===== src/rtl/doorbell_arbiter.sv =====
// Doorbell chime sequencer: latches front/back button presses, arbitrates round-robin and
// plays a timed tone pattern on the shared speaker. Define DOORBELL_GAP_EN to add the silent gap.
module doorbell_arbiter #(
  parameter int unsigned CHIME_LEN = 8,
  parameter int unsigned GAP_LEN   = 4
) (
  input  logic clk,
  input  logic rst,
  input  logic btn_front,
  input  logic btn_back,
  output logic sel,
  output logic chime_en,
  output logic busy,
  output logic grant_front,
  output logic grant_back
);

  localparam int unsigned MaxLen = (CHIME_LEN > GAP_LEN) ? CHIME_LEN : GAP_LEN;
  localparam int unsigned CntW   = (MaxLen > 1) ? $clog2(MaxLen) : 1;
  localparam logic [CntW-1:0] ChimeLast = CntW'(CHIME_LEN - 1);
`ifdef DOORBELL_GAP_EN
  localparam logic [CntW-1:0] GapLast = CntW'(GAP_LEN - 1);
`endif

  typedef enum logic [1:0] {StIdle, StToneA, StGap, StToneB} state_e;

  state_e          state_q, state_d;
  logic [CntW-1:0] cnt_q, cnt_d;
  logic            svc_front_q, svc_front_d;
  logic            pend_f_q, pend_b_q;
  logic            prev_f_q, prev_b_q;
  logic            press_f, press_b;
  logic            last_grant_back;
  logic            gnt_f, gnt_b;

  assign press_f = btn_front & ~prev_f_q;
  assign press_b = btn_back & ~prev_b_q;

  // svc_front holds the most recent grant, so it doubles as the round-robin pointer.
  assign last_grant_back = ~svc_front_q;

  assign gnt_f = (state_q == StIdle) & pend_f_q & (~pend_b_q | last_grant_back);
  assign gnt_b = (state_q == StIdle) & pend_b_q & ~gnt_f;

  always_comb begin
    state_d     = state_q;
    cnt_d       = cnt_q;
    svc_front_d = svc_front_q;
    unique case (state_q)
      StIdle: begin
        if (gnt_f) begin
          state_d     = StToneA;
          cnt_d       = ChimeLast;
          svc_front_d = 1'b1;
        end else if (gnt_b) begin
          state_d     = StToneB;
          cnt_d       = ChimeLast;
          svc_front_d = 1'b0;
        end
      end
      StToneA: begin
        if (cnt_q == '0) begin
`ifdef DOORBELL_GAP_EN
          state_d = StGap;
          cnt_d   = GapLast;
`else
          state_d = StToneB;
          cnt_d   = ChimeLast;
`endif
        end else begin
          cnt_d = cnt_q - 1'b1;
        end
      end
      StGap: begin
        if (cnt_q == '0) begin
          state_d = StToneB;
          cnt_d   = ChimeLast;
        end else begin
          cnt_d = cnt_q - 1'b1;
        end
      end
      StToneB: begin
        if (cnt_q == '0) begin
          state_d = StIdle;
        end else begin
          cnt_d = cnt_q - 1'b1;
        end
      end
      default: state_d = StIdle;
    endcase
  end

  // Outputs are registered from the next state so they line up with the state register.
  always_ff @(posedge clk or posedge rst) begin
    if (rst) begin
      state_q     <= StIdle;
      cnt_q       <= '0;
      svc_front_q <= 1'b0;
      pend_f_q    <= 1'b0;
      pend_b_q    <= 1'b0;
      prev_f_q    <= 1'b1;
      prev_b_q    <= 1'b1;
      sel         <= 1'b0;
      chime_en    <= 1'b0;
      busy        <= 1'b0;
      grant_front <= 1'b0;
      grant_back  <= 1'b0;
    end else begin
      state_q     <= state_d;
      cnt_q       <= cnt_d;
      svc_front_q <= svc_front_d;
      prev_f_q    <= btn_front;
      prev_b_q    <= btn_back;
      pend_f_q    <= (pend_f_q & ~gnt_f) | press_f;
      pend_b_q    <= (pend_b_q & ~gnt_b) | press_b;
      sel         <= (state_d == StToneB);
      chime_en    <= (state_d == StToneA) || (state_d == StToneB);
      busy        <= (state_d != StIdle);
      grant_front <= gnt_f;
      grant_back  <= gnt_b;
    end
  end

endmodule

===== config.mk =====
export PLATFORM = sky130hd
export DESIGN_NAME = doorbell_arbiter
export DESIGN_NICKNAME = d
export VERILOG_FILES = /design/src/rtl/doorbell_arbiter.sv
export SDC_FILE = /design/constraint.sdc
export NUM_CORES = 1
export LEC_CHECK = 0
export ABC_CLOCK_PERIOD_IN_PS = 1240
export CAP_MARGIN = 10
export CORE_MARGIN = 4
export CORE_UTILIZATION = 47
export CTS_CLUSTER_SIZE = 10
export DETAILED_ROUTE_END_ITERATION = 8
export HOLD_SLACK_MARGIN = 0.03
export PLACE_DENSITY = 0.7
export SLEW_MARGIN = 25
export SYNTH_ARGS = -nofsm -noshare
export SYNTH_HDL_FRONTEND = slang
export SYNTH_SLANG_ARGS = --single-unit

===== constraint.sdc =====
create_clock -name clk -period 1.24 [get_ports clk]
set_input_delay 0.186 -clock clk [delete_from_list [all_inputs] [get_ports clk]]
set_output_delay 0.186 -clock clk [all_outputs]
set_load 0.005 [all_outputs]

==> flow_results.org <==
** Global route
- The first global-routing pass estimated about 2400 um of wire.
- Via count of the first global-routing pass :: between 600 and 700
- In the global route stage, overall resource usage came out at 15.5%.
- Entering global routing, the biggest net connects 16 pins.
- Summed over all layers, the global routing overflow is 0.
- Number of antenna violations at the first check in global routing :: 0

** Worst setup path
- For the worst setup path, the data required time is between 1 and 1.5 ns.
- Together, buffers and inverters on the worst path number 2.
- Gate family responsible for the most delay along the worst path :: flip-flops
- Crit path from :: state_q[0]$_DFF_PP0_
- Among the stages of the critical path, the cell type that occurs most often is sky130_fd_sc_hd__nand3_1.
- The worst setup path is of the reg2reg kind.
- STA classifies the critical path startpoint as a flop.
- In this run the worst path has a maximum fanout of 5.
- Kind of capture point of the worst setup path :: flop
- Cell at the slowest stage of the critical path :: sky130_fd_sc_hd__dfrtp_1
- In this run the critical register-to-register path is launched from state_q[0]$_DFF_PP0_.
- Max incr delay on CP :: 0.39 ns
- Worst endpoint data arrival time :: ~1.5 ns
- Traced cell by cell, the critical path runs through inv_2, ha_4, inv_4, o22ai_4, nand3_1, nand3_1.

** Cells and area
- Final instance area :: 990 um^2
- At the end of the flow, the number of nets in the layout was 104.
- The repair_antennas step left the layout with diodes totalling 0.
- Area delta synth->final :: 35.7%
- The finished layout holds 109 standard cells, fillers aside.
- Cells fill 71.6% of the core in the end.
- Share of layout cells above drive strength 1 :: roughly 33%

** Power and ir drop
- The analysis attributes to cell leakage a power of roughly 0.47 nW.
- Sw Ratio :: 39.5%
- Gate power share :: between 50% and 60%
- The analysis attributes to net switching a power of between 1 and 1.5 mW.
- Worst supply voltage drop on vdd :: approximately 1.4 mV
- Int Pwr :: around 1.6 mW
- Per report_power, the clock group accounts for around a tenth of the total.
- Power spread over the standard cell area amounts to around 2700 nW/um^2.
- Sequential Power Share :: between 30% and 40%

** Placement
- Dpl cell area :: between 900 and 1000 um^2
- In this run, placement finished with an instance count of 104.
- The congestion estimate from routability-driven global placement came to 0.779.
- Once detailed placement completed, the half-perimeter wirelength came to around 1000 um.
- In this run the tool buffered the top-level ports with 8 buffer cells.

** Floorplanning
- Effective utilization at floorplan :: 52.8%
- The die covers about 2200 um^2.
- Number of cell rows :: 13
- Core area :: 1380 um^2
- Top-level I/O count :: 9
- From left edge to right edge, the die measures 47.4 um.
- Die height :: approximately 47 um

** CTS
- At the later pin of the worst-skew pair, clock insertion delay measures between 0.2 and 0.3 ns.
- In this run the deepest clock path goes through 2 buffers.
- In this run, CTS created clock tree buffers numbering 3.
- Buffer type at the clock tree root :: sky130_fd_sc_hd__clkbuf_4
- Hold buffer count at CTS :: 0
- CTS H-tree lvls :: 1
- Clock sink total :: 15
- Clock-pin slew was measured on the worst setup and hold paths at about 0.080 ns.
- TritonCTS clock tree :: yes

** Yosys
- After synthesis the netlist holds a flip-flop and latch count of 15.
- Number of distinct library cells after synthesis :: 22
- Yosys printed 0 warnings.
- The synthesized netlist occupies a cell area of roughly 730 um^2.
- The number of nets handed over by synthesis was 83.
- Syn avg cell area :: 9.86 um^2
- Synthesis handed over a netlist of 74 instances.
- Share of synthesized area occupied by flip-flops and latches :: approximately half

** Timing
- Hold Vio Cnt, Final :: 0
- The smallest clock period supported by the final layout is computed as between 1 and 1.5 ns.
- Adding up every negative setup slack in the final design gives -0.117 ns.
- For the pin with the worst max-slew slack, the measured transition is about 0.24 ns.
- Clock tree skew after final layout :: between 0.002 and 0.0025 ns
- Setup violations remaining at the end of the flow were counted as 7.
- Worst max-slew margin expressed relative to the limit :: between 80% and 90%
- Based on the critical path, the design can be clocked at up to slightly below 800 MHz.
- Setup repair after global routing could not meet its margin everywhere.
- Final setup margin :: -0.0297 ns
- The number of pins exceeding their max-slew limit in the final report is 0.
- Period utilisation layout :: 102%

** Detailed routing
- Via/cell ratio :: between 5 and 6
- After the first detailed-routing iteration, the DRC count stood at 7.
- The pre-antenna-repair detailed-routing pass consisted of 4 iterations.
- After detailed routing, the total wire length is roughly 1300 um.
- Routed length per placed instance :: 12.0 um
- Post-route ant nets :: 0
- Vias :: about 560
- Drc violations :: 0

** Status
- Failing checks :: setup timing
- The flow ran to the end, but the final reports show violations.

** Worst hold path
- The path class of the tightest hold or removal check is in2async.

** Flow run
- The tool flagged a number of max-cap violations equal to 0.
[layer usage]
layer  track usage [%]  wire [um]
met5                 0          0
met4              3.31          9
met3              5.75         75
met2              28.1        664
met1              17.2        560
[layout make-up]
type,count,area (um^2)
clock buffers,4,26.3
multi-input cells,49,393
fillers,120,393
well taps,15,18.8
flip-flops and latches,15,378
repair buffers,16,134
inverters,10,40.0
[Yosys cell counts (all sizes together)]
library cell	number	area, um^2
dfrtp	13	325
nand2	11	41.3
inv	10	37.5
o21ai	6	30.0
ha	5	62.6
a21oi	4	20.0
nor2	4	15.0
nand2b	3	18.8
nand3	3	15.0
o22ai	3	25.0
a211oi	2	15.0
dfstp	2	52.6
nor2b	2	20.0
o22a	2	17.5
o211ai	1	7.51
o21a	1	7.51
o21ba	1	10.0
o2bb2ai	1	8.76
[power groups by stage]
stage          clock network, mW  registers [mW]  logic (mW)
6_report                   0.272           0.847        1.51
5_1_grt                    0.308           0.878        1.70
4_1_cts                    0.274           0.844        1.46
3_5_place_dp                   0           0.852        1.43
3_3_place_gp                   0           0.841        1.42
2_1_floorplan                  0           0.851       0.964
[sequential cells by signal, indices dropped and copies added, names as in the netlist]
name and cells:
sel 1, state_q 2, prev_b_q 1, prev_f_q 1
pend_b_q 1, grant_back 1, svc_front_q 1, cnt_q 3
chime_en 1, pend_f_q 1, grant_front 1, busy 1
[layout by cell type (no fill, tap or decap), drive strengths merged]
cell	Yosys	layout
dfrtp	13	13
nand3	3	3
o21ba	1	1
a211oi	2	2
dlygate4sd2	0	5
ha	5	5
clkbuf	0	4
o22a	2	2
nand2b	3	3
o21a	1	1
o21ai	6	6
inv	10	10
nand2	11	11
dfstp	2	2
buf	0	8
o22ai	3	3
nor2	4	4
o211ai	1	1
nor2b	2	2
a21oi	4	4
o2bb2ai	1	1
clkdlybuf4s50	0	3
[timing repair]
action                                  in CTS  in global routing
gates resized for setup                     11                  4
endpoints found under the setup margin      12                 10
buffers inserted                             0                  1
pin swaps                                    4                  0
[worst reg2reg max path, stage by stage, from the launching register on]
cell and delay (ns):
sky130_fd_sc_hd__dfrtp_1 0.39, sky130_fd_sc_hd__inv_2 0.08, sky130_fd_sc_hd__ha_4 0.30, sky130_fd_sc_hd__inv_4 0.04, sky130_fd_sc_hd__o22ai_4 0.21, sky130_fd_sc_hd__nand3_1 0.11, sky130_fd_sc_hd__nand3_1 0.09
[stage by stage]
stage	power [mW]	worst slack (ns)	hold slack, ns
floorplan	1.82	0.00227	0.0860
global placement	2.26	-0.00247	0.473
detailed placement	2.29	-0.0377	0.482
CTS	2.58	-0.0271	0.225
global route	2.89	-0.144	0.253
finish	2.63	-0.0297	0.210
[logic make-up after synthesis]
kind of cell / share of synthesized area (%)
compound gates: 19.4
fa+ha+maj: 8.58
buf+inv: 5.14
flops: 51.8
simple gates: 15.1
[path summary, 6_finish.rpt]
check	end	slack, ns	depth (start not counted)
worst max-delay path	sel$_DFF_PP0_	-0.03	6
worst min-delay path	state_q[1]$_DFF_PP0_	0.21	3
worst max register to register	sel$_DFF_PP0_	-0.03	6
worst min register to register	pend_b_q$_DFF_PP0_	0.50	1
max in group asynchronous	prev_b_q$_DFF_PP1_	0.79	3
min in group clk	prev_f_q$_DFF_PP1_	0.33	1
No activity file was read; power rests on OpenSTA's default activity.
